==> config.mk <==
export PLATFORM = sky130hd
export DESIGN_NAME = cpu_boot_sequencer
export DESIGN_NICKNAME = d
export VERILOG_FILES = /design/src/rtl/cpu_boot_sequencer.sv
export SDC_FILE = /design/constraint.sdc
export NUM_CORES = 1
export LEC_CHECK = 0
export CORE_UTILIZATION = 34
export CTS_BUF_LIST = sky130_fd_sc_hd__clkbuf_4
export DETAILED_ROUTE_END_ITERATION = 7
export HOLD_SLACK_MARGIN = 0.05
export PLACE_DENSITY = 0.57
export SLEW_MARGIN = 20
export SYNTH_ARGS = -nofsm -noshare
export SYNTH_HDL_FRONTEND = slang
export SYNTH_SLANG_ARGS = --single-unit
export TNS_END_PERCENT = 5
==> constraint.sdc <==
create_clock -name clk -period 3.72 [get_ports clk]
set_input_delay 0.372 -clock clk [delete_from_list [all_inputs] [get_ports clk]]
set_output_delay 0.372 -clock clk [all_outputs]
set_load 0.005 [all_outputs]
==> src/rtl/cpu_boot_sequencer.sv <==
// cpu_boot_sequencer: owns the CPU core's reset and memory load ports.
// Holds the core in reset, streams an instruction image and then a data
// image into the core's memories, releases reset for a programmed number
// of cycles, then freezes the core again and reports completion.
module cpu_boot_sequencer #(
  parameter int ADDR_W = 10,
  parameter int DATA_W = 32,
  parameter int RUN_W  = 16
) (
  input  logic              clk,
  input  logic              rst,
  input  logic              start,
  input  logic              abort,
  input  logic [ADDR_W:0]   inst_count,
  input  logic [ADDR_W:0]   data_count,
  input  logic [RUN_W-1:0]  run_cycles,
  input  logic              in_valid,
  input  logic [DATA_W-1:0] in_data,
  output logic              in_ready,
  output logic              cpu_rst,
  output logic [DATA_W-1:0] cpu_inst_data,
  output logic [ADDR_W-1:0] cpu_address,
  output logic              cpu_write_instruction,
  output logic              cpu_write_data,
  output logic              busy,
  output logic              done,
  output logic [RUN_W-1:0]  cycle_count
);

  localparam int CNT_W = ADDR_W + 1;
  localparam logic [CNT_W-1:0] DEPTH   = {1'b1, {ADDR_W{1'b0}}};
  localparam logic [CNT_W-1:0] CNT_ONE = CNT_W'(1);
  localparam logic [RUN_W-1:0] RUN_ONE = RUN_W'(1);

  typedef enum logic [2:0] {
    S_IDLE,
    S_LOAD_I,
    S_LOAD_D,
    S_RUN,
    S_DONE
  } state_t;

  state_t            state, state_nxt;
  logic [CNT_W-1:0]  addr, addr_nxt;
  logic [CNT_W-1:0]  inst_lim, inst_lim_nxt;
  logic [CNT_W-1:0]  data_lim, data_lim_nxt;
  logic [RUN_W-1:0]  run_lim, run_lim_nxt;
  logic [RUN_W-1:0]  cycle_cnt, cycle_cnt_nxt;
  logic [CNT_W-1:0]  inst_clamp, data_clamp;
  logic [DATA_W-1:0] data_hold;
  logic              loading;

  // Counts beyond the memory depth are limited so a load never wraps.
  function automatic logic [CNT_W-1:0] clamp_count(input logic [CNT_W-1:0] c);
    return (c > DEPTH) ? DEPTH : c;
  endfunction

  // First non-empty phase of a job; empty segments are skipped entirely.
  function automatic state_t pick_entry(input logic [CNT_W-1:0] ic,
                                        input logic [CNT_W-1:0] dc,
                                        input logic [RUN_W-1:0] rc);
    if (ic != '0)      return S_LOAD_I;
    else if (dc != '0) return S_LOAD_D;
    else if (rc != '0) return S_RUN;
    else               return S_DONE;
  endfunction

  assign inst_clamp = clamp_count(inst_count);
  assign data_clamp = clamp_count(data_count);
  assign loading    = (state == S_LOAD_I) || (state == S_LOAD_D);

  // Next-state, counter and strobe logic; abort overrides everything.
  always_comb begin
    state_nxt             = state;
    addr_nxt              = addr;
    inst_lim_nxt          = inst_lim;
    data_lim_nxt          = data_lim;
    run_lim_nxt           = run_lim;
    cycle_cnt_nxt         = cycle_cnt;
    in_ready              = 1'b0;
    cpu_write_instruction = 1'b0;
    cpu_write_data        = 1'b0;
    if (abort) begin
      state_nxt = S_IDLE;
      addr_nxt  = '0;
    end else begin
      case (state)
        S_IDLE, S_DONE: begin
          if (start) begin
            inst_lim_nxt  = inst_clamp;
            data_lim_nxt  = data_clamp;
            run_lim_nxt   = run_cycles;
            addr_nxt      = '0;
            cycle_cnt_nxt = '0;
            state_nxt     = pick_entry(inst_clamp, data_clamp, run_cycles);
          end
        end
        S_LOAD_I: begin
          in_ready              = 1'b1;
          cpu_write_instruction = in_valid;
          if (in_valid) begin
            if (addr == inst_lim - CNT_ONE) begin
              addr_nxt  = '0;
              state_nxt = pick_entry('0, data_lim, run_lim);
            end else begin
              addr_nxt = addr + CNT_ONE;
            end
          end
        end
        S_LOAD_D: begin
          in_ready       = 1'b1;
          cpu_write_data = in_valid;
          if (in_valid) begin
            if (addr == data_lim - CNT_ONE) begin
              addr_nxt  = '0;
              state_nxt = pick_entry('0, '0, run_lim);
            end else begin
              addr_nxt = addr + CNT_ONE;
            end
          end
        end
        S_RUN: begin
          if (cycle_cnt != run_lim) cycle_cnt_nxt = cycle_cnt + RUN_ONE;
          if (cycle_cnt == run_lim - RUN_ONE) state_nxt = S_DONE;
        end
        default: begin
          state_nxt = S_IDLE;
          addr_nxt  = '0;
        end
      endcase
    end
  end

  // State and control registers with synchronous reset.
  always_ff @(posedge clk) begin
    if (rst) begin
      state     <= S_IDLE;
      addr      <= '0;
      inst_lim  <= '0;
      data_lim  <= '0;
      run_lim   <= '0;
      cycle_cnt <= '0;
    end else begin
      state     <= state_nxt;
      addr      <= addr_nxt;
      inst_lim  <= inst_lim_nxt;
      data_lim  <= data_lim_nxt;
      run_lim   <= run_lim_nxt;
      cycle_cnt <= cycle_cnt_nxt;
    end
  end

  // Keeps the last written word so the core's data input is quiet between loads.
  always_ff @(posedge clk) begin
    if (cpu_write_instruction || cpu_write_data) data_hold <= in_data;
  end

  assign cpu_inst_data = loading ? in_data : data_hold;
  assign cpu_address   = addr[ADDR_W-1:0];
  assign cpu_rst       = (state != S_RUN);
  assign busy          = loading || (state == S_RUN);
  assign done          = (state == S_DONE);
  assign cycle_count   = cycle_cnt;

endmodule
# Word level (Yosys, flattened, before mapping)
# Index checks and enable logic that the tools add are counted.
[word_totals]
out_inout_bits = 64
reg_bits = 100
elab_cells = 79
romBits = 0
n_memories = 0
ram_bits = 0
in_bits = 75
latchBits = 0
[classes]
mux = 30
div = 0
n_mul = 0
n_shift = 0
bitwise_logic = 2
n_eq_ne = 16
order_cmp = 2
add_sub_neg = 5
reduce_logical = 17
[ops]
columns = ["cell", "n"]
rows = [
  ["$mux 11", 7],
  ["$pmux 11 s4", 1],
  ["$mux 3", 11],
  ["$reduce_bool 11->1", 3],
  ["$mux 16", 2],
  ["$mux 32", 1],
  ["$pmux 16 s2", 1],
  ["$reduce_bool 16->1", 2],
  ["$eq 11x11->1", 2],
  ["$gt 11x11->1 const B", 2],
  ["$sub 11x1->11 const B", 2],
  ["$add 16x1->16 const B", 1],
  ["$eq 16x16->1", 1],
  ["$ne 16x16->1", 1],
  ["$sub 16x1->16 const B", 1],
  ["$pmux 3 s4", 1],
  ["$add 11x1->11 const B", 1],
  ["$ne 2x2->1 const B", 5],
  ["$reduce_and 4->1", 2],
  ["$eq 3x2->1 const B", 2],
  ["$mux 1", 6],
  ["$reduce_and 6->1", 1],
  ["$reduce_or 2->1", 3],
  ["$ne 2x1->1 const B", 2],
  ["8 further kinds", 11],
]

# Logic depth before layout (Yosys ltp)
[depth]
depth_word = 7
ltp_mapped = 13

# Least setup slack after synthesis
# OpenSTA, ideal clock, no wires.
[synth_path]
path_type = "register to register"
start = "register state[1]"
end = "register data_hold[0], enable pin"
setup_time_ps = 421
path_stages_with_launch = 7
period_less_slack_ps = 3092
arrival_time_ps = 2671
slack_ps = 628
required_ps = 3299
path_cell_list = "dfxtp_1 > clkbuf_1 > nand2b_1 > a21o_1 > clkbuf_1 > buf_1 > nor2_1"
[synth_via]
elab_chain_cells = 4
[synth_rtl]
columns = ["item", "line_no", "source"]
rows = [
  ["start: declaration", "43", "state_t state, state_nxt;"],
  ["start signal: assignment", "144", "state <= state_nxt;"],
  ["$eq 3x1->1 or $eq 3x2->1 (tied branches)", "87", "case (state)"],
  ["$mux 1", "87", ""],
  ["$mux 1", "83", "if (abort) begin"],
  ["$logic_or 1x1->1 *", "155", "if (cpu_write_instruction || cpu_write_data) data_hold <= in_data;"],
  ["end signal: assignment", "155", ""],
  ["end: declaration", "50", "logic [DATA_W-1:0] data_hold;"],
]
# Mark *: on every way between the ends. The rest lies on a longest branch, timed or not.
# A chain may end at the register's enable or synchronous reset.

# Worst setup path in the final report
[layout_path]
start = "register inst_lim[0]"
end = "register state[0]"
[layout_via]
elab_chain_cells = 4
[layout_rtl]
columns = ["item", "line_no", "source"]
rows = [
  ["start: declaration", "45", "logic [CNT_W-1:0] inst_lim, inst_lim_nxt;"],
  ["start signal: assignment", "146", "inst_lim <= inst_lim_nxt;"],
  ["$sub 11x1->11", "102", "if (addr == inst_lim - CNT_ONE) begin"],
  ["$eq 11x11->1", "102", ""],
  ["$ne 2x1->1 (no line)", "--", ""],
  ["$reduce_and 6->1 (no line)", "--", ""],
]
# Every way passes these cells.

==> reports/results.txt <==
Util after Layout: 44.6%
Psw: 0.728 mW
Largest net degree at the start of global routing: 45
Vias per cell: 5.22
Post-Syn Instances: 684
Synth top area cells: dfxtp_1, edfxtp_1, mux2_2, nand2_1, xnor2_1
R2R Setup Slk: 0.61 ns
Sequential fraction of the synthesis area: 39.6%
RSZ-0062 raised after global routing: false
Commonest cells in the netlist: nand2_1, dfxtp_1, nor2_1
Antenna violations before repair: 1
Slew @ Worst Pin: 0.702 ns
Status: completed
Grt ovf: 0
Worst EP required: 4.12 ns
Clock sinks: 100
Synth Flop Type: dfxtp_1
Fin crit period: 3.11 ns
WL/cell: 16.1 um
Synth top area share: 23.2%
Global-route wire length before repair: 26300 um
HPWL Detailed: 12200 um
Final hold slack: 0.427 ns
RD Place Congestion: 0.835
Post-CTS Setup Bufs: 0
CTS Root Buffer Type: clkbuf_4
Cell variety after synth: 64
Design Area, Final: 7440 um^2
CP startpoint kind: flip-flop
Min-delay src: in_data[9]
Area growth, synth to finish: 26.8%
Antenna Nets Post-Route: 0
Htree depth: 3
Row count: 47
Total global-route track usage: 18.5%
Mean Syn Cell Area: 8.58 um^2
Critical Path Source: inst_lim[0]$_SDFFE_PP0P_
Reg2Reg Launch Point: inst_lim[0]$_SDFFE_PP0P_
Async set-reset flop share out of synthesis: 0%
Residual DRC: 0
Combinational Power Share: 26.8%
Worst-path maximum fanout: 19
Die span in y: 133 um
Max Freq: 0.321 GHz
Final-report setup violation count: 0
Clock power frac: 22.6%
CP Cell Sequence: inv_1 > ha_1 > o21ba_1 > a221oi_1 > a41oi_1 > or4_1 > a211o_1 > a22o_1 > a311oi_1 > a21oi_1
Hold Path Class: in -> reg
Mapped Nets: 765
CTS Buf Count: 9
Final Total Pwr: 2.38 mW
Sw Share: 30.6%
Initial DRC Count: 276
Via count: 5281
Slew HR: 52.5%
Post-CTS sizing: 0
Largest stage delay on the critical path: 0.56 ns
Post-CTS Hold Buffers: 0
CP top delay family: compound AO/OA/AOI/OAI gates
Max-cap violation count: 0
CTS tree: done
Count leader, synth: nand2_1
Layout cells sized above 1: 8.86%
Die area: 17800 um^2
Boundary pin count: 139
Slowest-stage cell, CP: or4_1
Nets: 866
Area after DPL: 7320 um^2
Final Hold Vio Count: 0
Pleak: 2.57 nW
Buf+Inv Stages, Crit Path: 1
Port buffer count: 138
Synth area leader: dfxtp_1
Layout fillers: 1649
Part of the cycle the worst path needs: 83.7%
Pint: 1.65 mW
EDFF count, synth: 32
Clk_lat worst skew: 0.51 ns
Starting density of the core: 35.2%
Clock slew at reported path FFs: 0.17 ns
Die Wd: 133 um
Core area: 16700 um^2
FF+latch count, synth: 100
Fin Clk Skew: 0.0234 ns
Worst vdd ir: 0.153 mV
Setup CP Type: reg -> reg
Max Slew Vio Count: 0
Seq pwr share: 50.6%
Number of global-route vias before repair: 5080
Mapped cell area: 5870 um^2
DRT Wirelength: 16300 um
Clock Tree Buf Depth: 2
Power density cells: 320 nW/um^2
Worst setup EP type: flip-flop
WP data arrival: 3.51 ns
Yosys warnings: 0
Setup TNS: 0 ns
Router iterations before antenna repair: 5
[cell type report]
class	count	area (um^2)	area share, %
antenna	1	2.50	0.0336
clock buffer	11	82.6	1.11
clock inverter	5	40.0	0.538
inverter	17	63.8	0.857
multi-input combinational	511	3210	43.2
sequential	100	2320	31.2
tap	220	275	3.70
timing repair buffer	146	1440	19.4
[cells in the final DEF (no fill, tap or decap), types with 10 or more instances in the layout]
cell and count:
a21oi_1 48, a22oi_1 10, a31oi_1 12, clkbuf_4 11, clkdlybuf4s50_1 138, dfxtp_1 68, edfxtp_1 32, inv_1 17
mux2_2 32, nand2_1 91, nand3_1 31, nand3b_1 14, nor2_1 49, nor3_1 23, nor4_1 16, o21ai_0 15
xnor2_1 34, xor2_1 29
[power groups by stage]
stage | clock (mW) | combinational [mW] | sequential (mW)
finish | 0.539 | 0.638 | 1.20
global route | 0.604 | 0.697 | 1.21
CTS | 0.559 | 0.643 | 1.20
detailed placement | 0 | 0.638 | 1.23
global placement | 0 | 0.630 | 1.23
floorplan | 0 | 0.389 | 1.21
[per-stage QoR]
| stage | instances | setup slack (ns) |
|---|---|---|
| global route | 1011 | 0.373 |
| CTS | 1010 | 0.564 |
| detailed placement | 994 | 0.603 |
| finish | 1011 | 0.608 |
| global placement | 994 | 0.704 |
| floorplan | 684 | 0.628 |
[registers in the layout (all words and copies together) (netlist names)]
register     count
data_hold       32
inst_lim        11
run_lim         16
addr            11
state            3
cycle_count     16
data_lim        11
[layer usage]
metal  vias up  global-route usage [%]  wire length (um)  part of all wire [%]
met5         -                       0                 0                     0
met4         0                    6.57               272                   1.7
met3        16                    2.89               609                   3.7
met2       113                    31.1              7810                    48
met1      2521                    24.1              7590                    47
li1       2631                       -                 -                     -
[cells by family after synthesis]
kind of cell | count (synthesis) | synth area share [%]
and+or+nand+nor | 280 | 23.5
xor gates and xnor gates | 63 | 9.40
AOI/OAI and AO/OA | 127 | 13.8
adders and majority gates | 7 | 1.45
buffers and inverters | 73 | 5.84
DFF | 100 | 39.6
muxes | 34 | 6.48
[worst paths after layout]
kind / end / cells after the start
worst min-delay path: data_hold[9]$_DFFE_PP_ / 1
worst min register to register: inst_lim[10]$_SDFFE_PP0P_ / 2
worst max-delay path: state[0]$_SDFFE_PP0P_ / 10
worst max register to register: state[0]$_SDFFE_PP0P_ / 10
(Power assumes the default switching activity.)
